`config.mk`:
```
export PLATFORM = sky130hd
export DESIGN_NAME = alu_hs_div
export DESIGN_NICKNAME = d
export VERILOG_FILES = /design/src/rtl/alu_pkg.sv /design/src/rtl/alu_hs_div_divider.sv /design/src/rtl/alu_hs_div.sv
export SDC_FILE = /design/constraint.sdc
export NUM_CORES = 1
export LEC_CHECK = 0
export ABC_CLOCK_PERIOD_IN_PS = 12500
export BUFFER_PORTS_ARGS = -buffer_cell sky130_fd_sc_hd__buf_2
export CAP_MARGIN = 20
export CORE_AREA = 2 2 110 112
export DETAILED_ROUTE_END_ITERATION = 8
export DIE_AREA = 0 0 112 114
export GPL_TIMING_DRIVEN = 0
export PLACE_DENSITY = 0.83
export REMOVE_ABC_BUFFERS = 1
export SYNTH_ARGS = -nofsm -noshare
export SYNTH_HDL_FRONTEND = slang
export SYNTH_SLANG_ARGS = --single-unit
```
`constraint.sdc`:
```
create_clock -name CLK -period 12.5 [get_ports CLK]
set_input_delay 1.875 -clock CLK [delete_from_list [all_inputs] [get_ports CLK]]
set_output_delay 1.875 -clock CLK [all_outputs]
set_load 0.1 [all_outputs]
```
`src/rtl/alu_pkg.sv`:
```
// Shared definitions for the handshaked ALU with serial divider:
// opcode encodings and the controller state encoding.
package alu_pkg;

    localparam logic [3:0] OP_ADD  = 4'b0000;
    localparam logic [3:0] OP_SUB  = 4'b0001;
    localparam logic [3:0] OP_MUL  = 4'b0010;
    localparam logic [3:0] OP_DIV  = 4'b0011;
    localparam logic [3:0] OP_AND  = 4'b0100;
    localparam logic [3:0] OP_OR   = 4'b0101;
    localparam logic [3:0] OP_NAND = 4'b0110;
    localparam logic [3:0] OP_NOR  = 4'b0111;
    localparam logic [3:0] OP_XOR  = 4'b1000;
    localparam logic [3:0] OP_XNOR = 4'b1001;
    localparam logic [3:0] OP_EQ   = 4'b1010;
    localparam logic [3:0] OP_GT   = 4'b1011;
    localparam logic [3:0] OP_LT   = 4'b1100;
    localparam logic [3:0] OP_SHR  = 4'b1101;
    localparam logic [3:0] OP_SHL  = 4'b1110;
    localparam logic [3:0] OP_ILL  = 4'b1111;

    typedef enum logic {
        ST_IDLE = 1'b0,
        ST_DIV  = 1'b1
    } state_t;

endpackage

```
`src/rtl/alu_hs_div_divider.sv`:
```
// Restoring serial divider, one quotient bit per cycle, MSB first.
// Ports: clk, rst (sync, active-high), start, dividend, divisor,
//        busy, done (last iteration cycle), quotient, remainder.
module serial_divider #(
    parameter int W = 8
) (
    input  logic         clk,
    input  logic         rst,
    input  logic         start,
    input  logic [W-1:0] dividend,
    input  logic [W-1:0] divisor,
    output logic         busy,
    output logic         done,
    output logic [W-1:0] quotient,
    output logic [W-1:0] remainder
);

    localparam int CW = $clog2(W) + 1;

    logic          busy_q, busy_d;
    logic [CW-1:0] cnt_q, cnt_d;
    logic [W-1:0]  rem_q, rem_d;
    logic [W-1:0]  quo_q, quo_d;
    logic [W-1:0]  dvs_q, dvs_d;

    logic [W:0]    shifted;
    logic [W:0]    diff;
    logic [W-1:0]  rem_step;
    logic [W-1:0]  quo_step;

    // One restoring step. The dividend is shifted out of the quotient
    // register MSB first while quotient bits are shifted in at the LSB.
    // diff[W] is the borrow: set when the trial subtraction goes negative.
    always_comb begin
        shifted = {rem_q, quo_q[W-1]};
        diff    = shifted - {1'b0, dvs_q};
        if (!diff[W]) begin
            rem_step = diff[W-1:0];
            quo_step = {quo_q[W-2:0], 1'b1};
        end else begin
            rem_step = shifted[W-1:0];
            quo_step = {quo_q[W-2:0], 1'b0};
        end
    end

    always_comb begin
        busy_d = busy_q;
        cnt_d  = cnt_q;
        rem_d  = rem_q;
        quo_d  = quo_q;
        dvs_d  = dvs_q;
        if (start) begin
            busy_d = 1'b1;
            cnt_d  = '0;
            rem_d  = '0;
            quo_d  = dividend;
            dvs_d  = divisor;
        end else if (busy_q) begin
            rem_d = rem_step;
            quo_d = quo_step;
            cnt_d = cnt_q + CW'(1);
            if (cnt_q == CW'(W - 1)) begin
                busy_d = 1'b0;
            end
        end
    end

    always_ff @(posedge clk) begin
        if (rst) begin
            busy_q <= 1'b0;
            cnt_q  <= '0;
            rem_q  <= '0;
            quo_q  <= '0;
            dvs_q  <= '0;
        end else begin
            busy_q <= busy_d;
            cnt_q  <= cnt_d;
            rem_q  <= rem_d;
            quo_q  <= quo_d;
            dvs_q  <= dvs_d;
        end
    end

    // The final step result is presented combinationally so the
    // consumer can register it on the last iteration edge.
    assign busy      = busy_q;
    assign done      = busy_q && (cnt_q == CW'(W - 1));
    assign quotient  = quo_step;
    assign remainder = rem_step;

endmodule

```
`src/rtl/alu_hs_div.sv`:
```
// Handshaked unsigned ALU with iterative divide and ZERO/ERR flags.
// Ports: CLK, RST (sync, active-high); IN_VALID/IN_READY with A, B,
//        ALU_FUN; OUT_VALID/OUT_READY with ALU_OUT, ZERO, ERR.
module alu_hs_div
    import alu_pkg::*;
#(
    parameter int DATA_IN_WIDTH = 8,
    parameter int OP_CODE_WIDTH = 4
) (
    input  logic                         CLK,
    input  logic                         RST,
    input  logic                         IN_VALID,
    output logic                         IN_READY,
    input  logic [DATA_IN_WIDTH-1:0]     A,
    input  logic [DATA_IN_WIDTH-1:0]     B,
    input  logic [OP_CODE_WIDTH-1:0]     ALU_FUN,
    output logic [2*DATA_IN_WIDTH-1:0]   ALU_OUT,
    output logic                         OUT_VALID,
    input  logic                         OUT_READY,
    output logic                         ZERO,
    output logic                         ERR
);

    localparam int W              = DATA_IN_WIDTH;
    localparam int DATA_OUT_WIDTH = 2 * DATA_IN_WIDTH;
    localparam int DW             = DATA_OUT_WIDTH;
    localparam int SHW            = $clog2(W);

    state_t          state_q, state_d;
    logic [DW-1:0]   out_q, out_d;
    logic            out_valid_q, out_valid_d;
    logic            zero_q, zero_d;
    logic            err_q, err_d;

    logic            accept;
    logic            is_div_op;
    logic            div_start;
    logic            div_busy;
    logic            div_done;
    logic [W-1:0]    div_quo;
    logic [W-1:0]    div_rem;

    logic [DW-1:0]   a_x;
    logic [DW-1:0]   b_x;
    logic [SHW-1:0]  sh;
    logic [DW-1:0]   op_res;
    logic            op_err;

    assign a_x       = {{W{1'b0}}, A};
    assign b_x       = {{W{1'b0}}, B};
    assign sh        = B[SHW-1:0];
    assign is_div_op = (ALU_FUN == OP_DIV) && (B != '0);

    // Single-cycle results. The OP_DIV arm only matters for B == 0;
    // a nonzero divisor goes to the serial divider instead.
    always_comb begin
        op_res = '0;
        op_err = 1'b0;
        case (ALU_FUN)
            OP_ADD:  op_res = a_x + b_x;
            OP_SUB:  op_res = a_x - b_x;
            OP_MUL:  op_res = a_x * b_x;
            OP_DIV: begin
                op_res = {A, {W{1'b1}}};
                op_err = 1'b1;
            end
            OP_AND:  op_res = a_x & b_x;
            OP_OR:   op_res = a_x | b_x;
            OP_NAND: op_res = {{W{1'b0}}, ~(A & B)};
            OP_NOR:  op_res = {{W{1'b0}}, ~(A | B)};
            OP_XOR:  op_res = a_x ^ b_x;
            OP_XNOR: op_res = {{W{1'b0}}, ~(A ^ B)};
            OP_EQ:   op_res = (A == B) ? DW'(1) : '0;
            OP_GT:   op_res = (A > B) ? DW'(2) : '0;
            OP_LT:   op_res = (A < B) ? DW'(3) : '0;
            OP_SHR:  op_res = a_x >> sh;
            OP_SHL:  op_res = a_x << sh;
            OP_ILL:  op_err = 1'b1;
            default: op_err = 1'b1;
        endcase
    end

    serial_divider #(
        .W (W)
    ) u_div (
        .clk       (CLK),
        .rst       (RST),
        .start     (div_start),
        .dividend  (A),
        .divisor   (B),
        .busy      (div_busy),
        .done      (div_done),
        .quotient  (div_quo),
        .remainder (div_rem)
    );

    always_ff @(posedge CLK) begin
        if (RST) begin
            state_q <= ST_IDLE;
        end else begin
            state_q <= state_d;
        end
    end

    // Leaving DIV when the divider is unexpectedly idle keeps the
    // controller from hanging if the two ever disagree.
    always_comb begin
        state_d = state_q;
        case (state_q)
            ST_IDLE: if (accept && is_div_op) state_d = ST_DIV;
            ST_DIV:  if (div_done || !div_busy) state_d = ST_IDLE;
            default: state_d = ST_IDLE;
        endcase
    end

    // A held result must be consumed on the same edge a new op enters,
    // so a new result can overwrite it without OUT_VALID dropping.
    always_comb begin
        IN_READY    = !RST && (state_q == ST_IDLE)
                      && (!out_valid_q || OUT_READY);
        accept      = IN_VALID && IN_READY;
        div_start   = accept && is_div_op;
        out_d       = out_q;
        zero_d      = zero_q;
        err_d       = err_q;
        out_valid_d = out_valid_q && !OUT_READY;
        if (accept && !is_div_op) begin
            out_d       = op_res;
            zero_d      = (op_res == '0);
            err_d       = op_err;
            out_valid_d = 1'b1;
        end else if ((state_q == ST_DIV) && div_done) begin
            out_d       = {div_rem, div_quo};
            zero_d      = ({div_rem, div_quo} == '0);
            err_d       = 1'b0;
            out_valid_d = 1'b1;
        end
    end

    always_ff @(posedge CLK) begin
        if (RST) begin
            out_q       <= '0;
            out_valid_q <= 1'b0;
            zero_q      <= 1'b0;
            err_q       <= 1'b0;
        end else begin
            out_q       <= out_d;
            out_valid_q <= out_valid_d;
            zero_q      <= zero_d;
            err_q       <= err_d;
        end
    end

    assign ALU_OUT   = out_q;
    assign OUT_VALID = out_valid_q;
    assign ZERO      = zero_q;
    assign ERR       = err_q;

endmodule

```
# Word level (Yosys, flattened, before mapping)
# Index checks and enable logic that the tools add are counted.
# totals
reg_bits,49
inputBits,24
output_inout_bits,20
word_cells,93
# op_classes
add_sub_neg,4
mul,1
magnitude_cmp,2
n_eq_ne,17
shift,2
n_mux,23
bitwise_logic,10
n_reduce_logical,24
# op_table
cell,n
case mux 16 bit (15 select lines),1
== test 4 bit (second input constant),8
zero test 16 bit,2
two-way mux 16 bit,2
two-way mux 8 bit,3
NOT 8 bit,3
== test 4 x 3 -> 1 bit (second input constant),5
bitwise AND 8 bit,2
multiplier 8 x 8 -> 16 bit,1
OR 8 bit,2
left shift 8 x 3 -> 16 bit,1
>> shifter 8 x 3 -> 16 bit,1
bitwise XOR 8 bit,2
two-way mux 1 bit,14
adder 8 x 8 -> 9 bit,1
logical AND 1 bit,9
subtractor 8 x 8 -> 9 bit,1
subtractor 9 x 8 -> 9 bit,1
== test 4 x 2 -> 1 bit (second input constant),2
== test 8 bit,1
> comparator 8 bit,1
< comparator 8 bit,1
nonzero test 8 bit,1
zero test 1 bit,5
other kinds (9),13

# Logic depth before layout (Yosys ltp)
# Gate-level depths: netlist of the first run.
# depth
depth_word,7
ltp_mapped,21
ltp_nobuf,19

# Hierarchy
# From an unflattened synthesis of the first run, not the netlist that was laid out.
# hier_totals
cells_unflattened,885
area_unflattened_um2,6779.0
# by_module_without_submodules
mod,instances,cells_per_inst,area_per_inst_um2,seq_area_each_um2
alu_hs_div,1,679,5069.9,400.4
serial_divider,1,206,1709.1,580.6

# Worst setup path after synthesis of the first run
# Ideal clock, no wire load.
# synth_timing
kind,input-to-reg
start,in B[2]
end,reg zero_q (netlist: ZERO)
setup_ns,0.096
arrival_ns,6.555
t_required_ns,12.404
slack_ns,5.850
path_stages,20
n_path_buf,3
cell_sequence,buf_2 -> buf_2 -> nand2_1 -> fa_1 -> fa_1 -> inv_1 -> fa_1 -> inv_1 -> fa_1 -> inv_1 -> ha_1 -> clkbuf_1 -> nand3_1 -> o211ai_1 -> o211ai_1 -> and2_1 -> xnor2_1 -> a211o_1 -> or4_1 -> o41ai_2
# synth_between
elab_chain_len,5
word_cells_on_any_way,28
classes_between,2 x add/sub; 1 x mul; 2 x order compare; 1 x eq/ne; 2 x shift; 5 x mux; 9 x bitwise; 6 x reduce/logical
# synth_lines
item,line,source
"start, declared",alu_hs_div.sv:15,"input logic [DATA_IN_WIDTH-1:0] B,"
"parallel branches: the longest is 5 deep, another holds multiplier 8 x 8 -> 16 bit",--,
"end signal, assigned",alu_hs_div.sv:149,zero_q <= zero_d;
"end, declared",alu_hs_div.sv:32,"logic zero_q, zero_d;"
# Parallel ways; which one is timed is not known.
# A chain may end at the register's enable or synchronous reset.

# Worst setup path in the final report of the first run
# Ends and elaborated chain as after synthesis.

==> out/qor.txt, run 1 <==
CLOCK TREE
----------------------------------------------------------------------------------------------------
Clock tree from TritonCTS                                                                      built
H-tree lvl count                                                                                   2
Cells resized by post-CTS repair                                                                   0
CTS Buffer Depth                                                                                   2
Clock-pin slew reported for the worst setup and hold paths after clock tree synthesis        0.07 ns
Hold buffers post-CTS                                                                              0
CTS buffer count                                                                                   5
Root buffer selected by CTS                                                             sky130_fd_sc_hd__clkbuf_16
Num Clock Sinks                                                                                   49
Setup Buffers After CTS                                                                            0
Worst skew pair latency                                                                      0.30 ns

GLOBAL ROUTE
----------------------------------------------------------------------------------------------------
Wire length of the first global-routing pass                                                32800 um
Number of antenna violations at the first check in global routing                                  0
GRT Residual Overflow                                                                              0
Via count of the first global-routing pass                                                      6348
Pin count of the biggest net entering global routing                                              40
Global-route total usage across every layer                                                    31.9%

SETUP PATH
----------------------------------------------------------------------------------------------------
Worst reg2reg path depth                                                                           8
Critical Path Source Type                                                               primary input
Crit Reg-Reg Endpoint                                                                   ZERO$_SDFFE_PP0P_
Start point of the critical path                                                                B[2]
Critical Path RT                                                                            12.70 ns
Worst setup path end                                                                    ZERO$_SDFFE_PP0P_
Arr. time, crit path                                                                         7.26 ns
Worst reg-to-reg setup slack                                                                 9.32 ns
WS Path Type                                                                                  in2reg
Maximum fanout along the worst path                                                               19
Reg2reg start                                                                           OUT_VALID$_SDFF_PP0_
Crit path capture type                                                                     flip-flop

DETAILED ROUTING
----------------------------------------------------------------------------------------------------
Number of vias per cell                                                                         6.51
Remaining design rule violation count                                                              0
Via total after detailed routing                                                                6624
Routed Antenna Nets                                                                                0
Pre-Repair DR Iteration Count                                                                      5
DRC marker count from the first detailed-route iteration                                         898
Routed length per instance                                                                   20.0 um
DRT Wirelength                                                                              20300 um

PWR
----------------------------------------------------------------------------------------------------
Part of the power in the clock network                                                         19.3%
Worst voltage drop across the vdd grid                                                       64.5 uV
Power Dens Cells                                                                         101 mW/mm^2
Net switching power of the design                                                         0.000327 W
Combinational Power Share                                                                      58.0%
Fraction of power spent switching nets                                                         45.6%
Seq pwr share                                                                                  22.6%
Cell Int Power                                                                            0.000391 W
Static leakage                                                                               3.16 nW

TIMING
----------------------------------------------------------------------------------------------------
Final hold vios                                                                                    0
Slew at the pin closest to its max-slew limit                                                1.05 ns
Maximum clock rate                                                                           142 MHz
Clk_skew                                                                                  0.00435 ns
Worst slew slack as a fraction of its limit                                                    28.3%
Slew Limit Fails                                                                                   0
Unrepaired setup endpoints after global routing                                                false
Post-route worst hold slack                                                                 0.452 ns
Minimum period implied by the final worst setup slack                                        7.06 ns
Setup total negative slack                                                                      0 ns
# setup viols final                                                                                0
Part of the cycle the worst path needs                                                         56.5%

FLOORPLAN
----------------------------------------------------------------------------------------------------
Horizontal extent of the die                                                                  112 um
Number of top-level pins                                                                          44
Starting density of the core                                                                   58.1%
Floorplan die height                                                                          114 um
Number of core rows                                                                               40
Area inside the core boundary                                                           0.0117 sq mm
Area of the die                                                                         0.0128 sq mm

SYNTHESIS
----------------------------------------------------------------------------------------------------
Register bit count reported by yosys                                                              49
Register area share after synthesis                                                            14.4%
Number of synthesis warnings                                                                       0
Async set-reset flop share out of synthesis                                                       0%
Number of distinct library cells after synthesis                                                  80
Post-synth EDFFs                                                                                   0
Post-synthesis cell count                                                                        865
Mean cell area of the mapped netlist                                                      7.86 sq um
Total standard cell area after synthesis                                                0.00680 sq mm
Dominant register cell in the synthesized netlist                                       sky130_fd_sc_hd__dfxtp_1

FINISH
----------------------------------------------------------------------------------------------------
Number of fillers in the final layout                                                           1067
Count of inserted antenna diode cells                                                              0
Finished Core Util                                                                             60.8%
Total number of nets in the final design                                                        1002
Area taken by flip-flops and latches                                                       981 sq um
Layout overhead on the synthesized area                                                        4.77%
Fraction of final layout cells with drive strength greater than 1                              8.39%
Footprint of the multi-input gates                                                      0.00520 sq mm

PLACEMENT
----------------------------------------------------------------------------------------------------
Sum of net half-perimeters after detailed placement                                         15000 um
Total of buffers placed on input and output ports                                                 43
Routability Congestion                                                                          1.02

OUTCOME
----------------------------------------------------------------------------------------------------
Run status                                                                              complete, no violations

FLOW RUN
----------------------------------------------------------------------------------------------------
Max capacitance violation total                                                                    0

HOLD PATH
----------------------------------------------------------------------------------------------------
Path type of the worst min-delay path                                                        reg2reg

## cells in the mapped netlist, types with 3 or more instances
cell | instances | area (sq um)
sky130_fd_sc_hd__a2111oi_0 | 4 | 35.0
sky130_fd_sc_hd__a211o_1 | 3 | 26.3
sky130_fd_sc_hd__a211oi_1 | 18 | 135
sky130_fd_sc_hd__a21o_1 | 5 | 37.5
sky130_fd_sc_hd__a21oi_1 | 50 | 250
sky130_fd_sc_hd__a222oi_1 | 5 | 50.1
sky130_fd_sc_hd__a22o_1 | 5 | 43.8
sky130_fd_sc_hd__a22oi_1 | 14 | 105
sky130_fd_sc_hd__a31oi_1 | 7 | 43.8
sky130_fd_sc_hd__a32oi_1 | 4 | 35.0
sky130_fd_sc_hd__and2_1 | 5 | 31.3
sky130_fd_sc_hd__buf_2 | 18 | 90.1
sky130_fd_sc_hd__buf_4 | 4 | 30.0
sky130_fd_sc_hd__buf_6 | 6 | 67.6
sky130_fd_sc_hd__clkbuf_1 | 22 | 82.6
sky130_fd_sc_hd__clkinv_1 | 4 | 15.0
sky130_fd_sc_hd__dfxtp_1 | 49 | 981
sky130_fd_sc_hd__fa_1 | 39 | 781
sky130_fd_sc_hd__ha_1 | 70 | 876
sky130_fd_sc_hd__inv_1 | 89 | 334
sky130_fd_sc_hd__mux2_2 | 6 | 67.6
sky130_fd_sc_hd__mux2i_1 | 31 | 310
sky130_fd_sc_hd__nand2_1 | 50 | 188
sky130_fd_sc_hd__nand2b_1 | 19 | 119
sky130_fd_sc_hd__nand3_1 | 14 | 70.1
sky130_fd_sc_hd__nand4_1 | 10 | 62.6
sky130_fd_sc_hd__nor2_1 | 124 | 465
sky130_fd_sc_hd__nor2b_1 | 11 | 68.8
sky130_fd_sc_hd__nor3_1 | 15 | 75.1
sky130_fd_sc_hd__nor3b_1 | 6 | 45.0
sky130_fd_sc_hd__nor4_1 | 10 | 62.6
sky130_fd_sc_hd__o211ai_1 | 8 | 60.1
sky130_fd_sc_hd__o21ai_0 | 20 | 100
sky130_fd_sc_hd__o21bai_1 | 5 | 37.5
sky130_fd_sc_hd__o221ai_1 | 4 | 35.0
sky130_fd_sc_hd__o22ai_1 | 13 | 81.3
sky130_fd_sc_hd__or3_1 | 9 | 56.3
sky130_fd_sc_hd__or4_1 | 4 | 30.0
sky130_fd_sc_hd__xnor2_1 | 21 | 184
sky130_fd_sc_hd__xor2_1 | 8 | 70.1
## flip-flops by register name (all words and copies together) (netlist names)
register     cells
u_div.busy       1
u_div.quo_q      8
ERR              1
u_div.dvs_q      8
state_q          1
ZERO             1
u_div.rem_q      8
ALU_OUT         16
OUT_VALID        1
u_div.cnt_q      4
## power groups by stage
| stage | combinational [W] | sequential [W] | clock (W) |
|---|---|---|---|
| global route | 0.000455 | 0.000163 | 0.000147 |
| CTS | 0.000408 | 0.000163 | 0.000139 |
| floorplan | 0.000282 | 0.000186 | 0 |
| finish | 0.000417 | 0.000163 | 0.000139 |
| global placement | 0.000395 | 0.000166 | 0 |
| detailed placement | 0.000405 | 0.000166 | 0 |
## layout by cell type, fill, tap and decap left out, drive strengths merged, types with 6 or more instances in the layout
master     n
nor2     125
a31oi      7
a21oi     50
o211ai     8
nor2b     11
ha        70
nand2b    20
mux2       7
xor2       8
nand4     10
inv       91
nor4      10
or3        9
fa        39
a2111oi    6
mux2i     31
dfxtp     49
o21ai     21
and2       6
a211oi    19
nor3      15
nand3     14
o22ai     13
xnor2     21
buf       47
nand2     50
a22oi     14
nor3b      6
## routing by layer
layer	global-route usage (%)	up-vias	share of wire, %
li1	-	3060	-
met1	42.0	3103	40
met2	51.6	376	46
met3	3.93	85	8.7
met4	16.7	0	5.6
met5	0	-	0
## area by class of cell
cell class	count	share of cell area [%]
Clock buffer	5	1.76
Clock inverter	3	0.299
Inverter	94	4.95
Multi-Input combinational cell	672	72.9
Sequential cell	49	13.8
Tap cell	147	2.58
Timing Repair Buffer	47	3.71
## critical path, cell delays in order
cell	delay, ns
sky130_fd_sc_hd__buf_2	0.34
sky130_fd_sc_hd__inv_1	0.39
sky130_fd_sc_hd__nor2_1	0.25
sky130_fd_sc_hd__fa_1	0.45
sky130_fd_sc_hd__fa_1	0.53
sky130_fd_sc_hd__fa_1	0.50
sky130_fd_sc_hd__inv_1	0.05
sky130_fd_sc_hd__fa_1	0.48
sky130_fd_sc_hd__inv_1	0.04
sky130_fd_sc_hd__ha_1	0.39
sky130_fd_sc_hd__nand3_1	0.10
sky130_fd_sc_hd__o211ai_1	0.30
sky130_fd_sc_hd__o211ai_1	0.14
sky130_fd_sc_hd__and2_1	0.19
sky130_fd_sc_hd__xnor2_1	0.12
sky130_fd_sc_hd__a211o_1	0.34
sky130_fd_sc_hd__or4_1	0.53
sky130_fd_sc_hd__o41ai_2	0.22
## cells by family (layout without fill, tap and decap cells)
| kind of cell | Yosys count | in the layout | share of synthesized area, % |
|---|---|---|---|
| buf+inv | 144 | 149 | 9.16 |
| fa+ha+maj | 109 | 109 | 24.4 |
| flops | 49 | 49 | 14.4 |
| mux | 41 | 41 | 6.88 |
| simple gates | 292 | 292 | 20.5 |
| compound gates | 201 | 201 | 20.9 |
| xor+xnor | 29 | 29 | 3.74 |
## metrics by stage
stage / power (W) / cell area (sq um) / instances / worst slack, ns
after detailed placement: 0.000571 / 6970 / 1008 / 5.23
after global routing: 0.000765 / 7120 / 1017 / 5.27
after floorplan: 0.000468 / 6530 / 815 / 5.90
final: 0.000718 / 7120 / 1017 / 5.44
after global placement: 0.000561 / 6930 / 1005 / 5.29
after CTS: 0.000710 / 7110 / 1016 / 5.51
## worst min-delay path by stage
| stage | startpoint | endpoint | slack (ns) | cells past startpoint |
|---|---|---|---|---|
| 2_1_floorplan | u_div.dvs_q[4]$_SDFFE_PP0P_ | u_div.dvs_q[4]$_SDFFE_PP0P_ | 0.45 | 2 |
| 3_3_place_gp | ALU_OUT[15]$_SDFFE_PP0P_ | ALU_OUT[15]$_SDFFE_PP0P_ | 0.44 | 2 |
| 3_5_place_dp | ALU_OUT[15]$_SDFFE_PP0P_ | ALU_OUT[15]$_SDFFE_PP0P_ | 0.44 | 2 |
| 4_1_cts | ALU_OUT[15]$_SDFFE_PP0P_ | ALU_OUT[15]$_SDFFE_PP0P_ | 0.45 | 2 |
| 5_1_grt | ALU_OUT[15]$_SDFFE_PP0P_ | ALU_OUT[15]$_SDFFE_PP0P_ | 0.48 | 2 |
| 6_report | ALU_OUT[15]$_SDFFE_PP0P_ | ALU_OUT[15]$_SDFFE_PP0P_ | 0.45 | 2 |
Power figures use the tool's default switching activity.
==> run 2, diff against run 1 <==
--- a/config.mk
+++ b/config.mk
@@ -5,12 +5,13 @@
 export SDC_FILE = /design/constraint.sdc
 export NUM_CORES = 1
 export LEC_CHECK = 0
-export ABC_CLOCK_PERIOD_IN_PS = 12500
+export ABC_AREA = 1
+export ABC_CLOCK_PERIOD_IN_PS = 6850
 export BUFFER_PORTS_ARGS = -buffer_cell sky130_fd_sc_hd__buf_2
 export CAP_MARGIN = 20
-export CORE_AREA = 2 2 110 112
+export CORE_AREA = 2 2 113 115
 export DETAILED_ROUTE_END_ITERATION = 8
-export DIE_AREA = 0 0 112 114
+export DIE_AREA = 0 0 115 117
 export GPL_TIMING_DRIVEN = 0
 export PLACE_DENSITY = 0.83
 export REMOVE_ABC_BUFFERS = 1
==> constraint.sdc (replaced) <==
create_clock -name CLK -period 6.85 [get_ports CLK]
set_input_delay 1.0275 -clock CLK [delete_from_list [all_inputs] [get_ports CLK]]
set_output_delay 1.0275 -clock CLK [all_outputs]
set_load 0.1 [all_outputs]
==> out/qor.txt, run 2 <==
OUTCOME
----------------------------------------------------------------------------------------------------
Run status                                                                              complete, no violations

DETAILED ROUTING
----------------------------------------------------------------------------------------------------
Routed Antenna Nets                                                                                0   unchanged
DRC marker count from the first detailed-route iteration                                         711   -21%
Remaining design rule violation count                                                              0   unchanged
Number of vias per cell                                                                         5.55   -15%
Via total after detailed routing                                                                7749   +17%
Routed length per instance                                                                   15.0 um   -25%
Pre-Repair DR Iteration Count                                                                      5   unchanged
DRT Wirelength                                                                              21000 um   +3.2%

SYNTHESIS
----------------------------------------------------------------------------------------------------
Leading post-synthesis cells by cell area                                               sky130_fd_sc_hd__nand2_1 22%, sky130_fd_sc_hd__dfxtp_1 14%, sky130_fd_sc_hd__ha_1 12%
Area share of the largest cell type after synthesis                                            21.9%   +7.4 points
Register bit count reported by yosys                                                              49   unchanged
Mean cell area of the mapped netlist                                                      5.87 sq um   -25%
Post-synthesis cell count                                                                       1231   +42%
Complex-gate fraction of the synthesized area                                                  9.07%   -12 points
Most instantiated cells after synthesis                                                 421 x sky130_fd_sc_hd__nand2_1, 232 x sky130_fd_sc_hd__inv_1, 111 x sky130_fd_sc_hd__nand3_1
Register area share after synthesis                                                            13.6%   -0.85 points
Async set-reset flop share out of synthesis                                                       0%   unchanged
Number of distinct library cells after synthesis                                                  37   -54%
Share of synthesized area spent on multiplexers                                                   0%   -6.9 points
Most frequent cell after synthesis                                                      sky130_fd_sc_hd__nand2_1
XOR/XNOR Fraction of Synth Area                                                                1.33%   -2.4 points
Post-synth EDFFs                                                                                   0   unchanged
Dominant register cell in the synthesized netlist                                       sky130_fd_sc_hd__dfxtp_1
Largest area contributor in the synthesized netlist                                     sky130_fd_sc_hd__nand2_1
Synth Area in Adders                                                                           22.9%   -1.4 points
Total standard cell area after synthesis                                                0.00723 sq mm   +6.3%
Simple-gate share of the synthesized area                                                      38.5%   +18 points
Number of synthesis warnings                                                                       0   unchanged
Dominant combinational cell family by area after synthesis                              simple AND/OR/NAND/NOR gates

FINISH
----------------------------------------------------------------------------------------------------
Commonest non-fill, non-tap cells in the layout                                         421 x sky130_fd_sc_hd__nand2_1, 232 x sky130_fd_sc_hd__inv_1, 111 x sky130_fd_sc_hd__nand3_1
Fraction of final layout cells with drive strength greater than 1                              5.54%   -2.8 points
Count of inserted antenna diode cells                                                              0   unchanged
Most frequent standard cell in the layout excluding fill and tap cells                  sky130_fd_sc_hd__nand2_1
Layout overhead on the synthesized area                                                        5.57%
Max reg flops                                                                                     16   unchanged
Total number of nets in the final design                                                        1377   +37%

TIMING
----------------------------------------------------------------------------------------------------
Unrepaired setup endpoints after global routing                                                false
Setup total negative slack                                                                      0 ns   unchanged
Slew Limit Fails                                                                                   0   unchanged
Worst slew slack as a fraction of its limit                                                    34.0%   +5.7 points
Final hold vios                                                                                    0   unchanged
Slew at the pin closest to its max-slew limit                                               0.988 ns   -0.0605 ns
Part of the cycle the worst path needs                                                         77.7%
# setup viols final                                                                                0   unchanged
Minimum period implied by the final worst setup slack                                        5.32 ns
Maximum clock rate                                                                           188 MHz
Clk_skew                                                                                  0.00721 ns   +0.00286 ns

CLOCK TREE
----------------------------------------------------------------------------------------------------
Num Clock Sinks                                                                                   49   unchanged
Worst skew pair latency                                                                      0.29 ns   about the same
Setup Buffers After CTS                                                                            0   unchanged
CTS buffer count                                                                                   5   unchanged
Clock-pin slew reported for the worst setup and hold paths after clock tree synthesis        0.07 ns   about the same
Cells resized by post-CTS repair                                                                   0   unchanged
Clock tree from TritonCTS                                                                      built
CTS Buffer Depth                                                                                   2   unchanged
Hold buffers post-CTS                                                                              0   unchanged
Root buffer selected by CTS                                                             sky130_fd_sc_hd__clkbuf_16
H-tree lvl count                                                                                   2   unchanged

PWR
----------------------------------------------------------------------------------------------------
Power Dens Cells                                                                         179 mW/mm^2   +78%
Static leakage                                                                               4.46 nW   +41%
Worst voltage drop across the vdd grid                                                        132 uV   +100%
Total Power Consumption                                                                    0.00137 W   +90%

GLOBAL ROUTE
----------------------------------------------------------------------------------------------------
Via count of the first global-routing pass                                                      7100   +12%
Global-route total usage across every layer                                                    31.8%   -0.10 points
Wire length of the first global-routing pass                                                34100 um   +3.8%
Number of antenna violations at the first check in global routing                                  0   unchanged
GRT Residual Overflow                                                                              0   unchanged
Pin count of the biggest net entering global routing                                              28   -30%

FLOORPLAN
----------------------------------------------------------------------------------------------------
Area of the die                                                                         0.0135 sq mm   +5.4%
Number of core rows                                                                               41   +2.5%
Horizontal extent of the die                                                                  115 um   +2.7%
Number of top-level pins                                                                          44   unchanged
Floorplan die height                                                                          117 um   +2.6%
Area inside the core boundary                                                           0.0123 sq mm   +5.1%
Starting density of the core                                                                   58.7%   +0.63 points

FLOW RUN
----------------------------------------------------------------------------------------------------
Max capacitance violation total                                                                    0   unchanged

SETUP PATH
----------------------------------------------------------------------------------------------------
Critical Path Source Type                                                               primary input
Crit path capture type                                                                     flip-flop
Critical Path RT                                                                             7.09 ns   -5.61 ns
Worst reg-to-reg setup slack                                                                 4.28 ns   -5.04 ns
WS Path Type                                                                                  in2reg
Maximum fanout along the worst path                                                               12   -7
Arr. time, crit path                                                                         5.57 ns   -1.69 ns

PLACEMENT
----------------------------------------------------------------------------------------------------
Routability Congestion                                                                          1.01   -1.0%
Total of buffers placed on input and output ports                                                 43   unchanged
Sum of net half-perimeters after detailed placement                                         16400 um   +9.4%

HOLD PATH
----------------------------------------------------------------------------------------------------
Path type of the worst min-delay path                                                        reg2reg

==> run 2: layout make-up <==
cell class,count,area [sq um]
sequential,49,981
fill,1253,4680
clock inverter,2,16.3
inverter,238,893
tap,150,188
multi-input combinational,906,5190
timing repair buffer,44,223
clock buffer,6,139
==> run 2: critical path: stages <==
cell and delay, ns:
sky130_fd_sc_hd__buf_2 0.32, sky130_fd_sc_hd__ha_1 0.30, sky130_fd_sc_hd__inv_1 0.13, sky130_fd_sc_hd__fa_1 0.44, sky130_fd_sc_hd__fa_1 0.51, sky130_fd_sc_hd__inv_1 0.05, sky130_fd_sc_hd__fa_1 0.52, sky130_fd_sc_hd__inv_1 0.05
sky130_fd_sc_hd__fa_1 0.48, sky130_fd_sc_hd__inv_1 0.04, sky130_fd_sc_hd__ha_1 0.34, sky130_fd_sc_hd__nand2_1 0.12, sky130_fd_sc_hd__nor2_1 0.16, sky130_fd_sc_hd__nand3_1 0.12, sky130_fd_sc_hd__nand3_1 0.09, sky130_fd_sc_hd__nand2_1 0.05
sky130_fd_sc_hd__nand3_1 0.12, sky130_fd_sc_hd__nand2_1 0.12, sky130_fd_sc_hd__nor2_1 0.11, sky130_fd_sc_hd__nand2_1 0.05, sky130_fd_sc_hd__nor2_1 0.12, sky130_fd_sc_hd__nand3_1 0.10, sky130_fd_sc_hd__nand3_1 0.08, sky130_fd_sc_hd__nand2_1 0.05
sky130_fd_sc_hd__inv_1 0.04
==> run 2: cells by family (layout without fill, tap and decap cells) <==
| family | after synthesis | after routing |
|---|---|---|
| adders and majority gates | 109 | 109 |
| AOI/OAI and AO/OA | 115 | 115 |
| xor gates and xnor gates | 11 | 11 |
| DFF | 49 | 49 |
| and+or+nand+nor | 671 | 671 |
| buffers and inverters | 276 | 290 |
==> run 2: worst paths after layout <==
check                                    from                 to  cells after the start
setup / recovery                         A[3]  ZERO$_SDFFE_PP0P_                     25
hold / removal               ERR$_SDFFE_PP0P_   ERR$_SDFFE_PP0P_                      2
setup reg to reg  u_div.quo_q[7]$_SDFFE_PP0P_  ZERO$_SDFFE_PP0P_                     13
hold reg to reg              ERR$_SDFFE_PP0P_   ERR$_SDFFE_PP0P_                      2
==> run 2: routing by layer <==
layer	global-route usage, %	wire length, um	vias to the layer above	part of all wire, %
met5	0	0	-	0
met4	11.2	813	0	3.9
met3	4.22	1710	63	8.2
met2	53.8	9570	338	46
met1	41.8	8870	3525	42
li1	-	-	3823	-
==> run 2: stage by stage <==
stage	hold slack [ns]	instance area (sq um)	std cells	utilization (%)	setup slack [ns]
after detailed placement	0.458	7470	1386	60.7	1.26
final	0.459	7630	1395	62.0	1.53
after global placement	0.447	7470	1386	60.7	1.30
after CTS	0.466	7620	1394	61.9	1.55
after global routing	0.483	7630	1395	62.0	1.19
after floorplan	0.437	7060	1193	-	2.19
==> run 2: report_power, final <==
group	switching, W	total [W]	internal (W)	leakage [nW]
Sequential	0.00000465	0.000297	0.000292	0.396
Combinational	0.000547	0.000811	0.000265	3.99
Clock	0.000112	0.000258	0.000147	0.0735
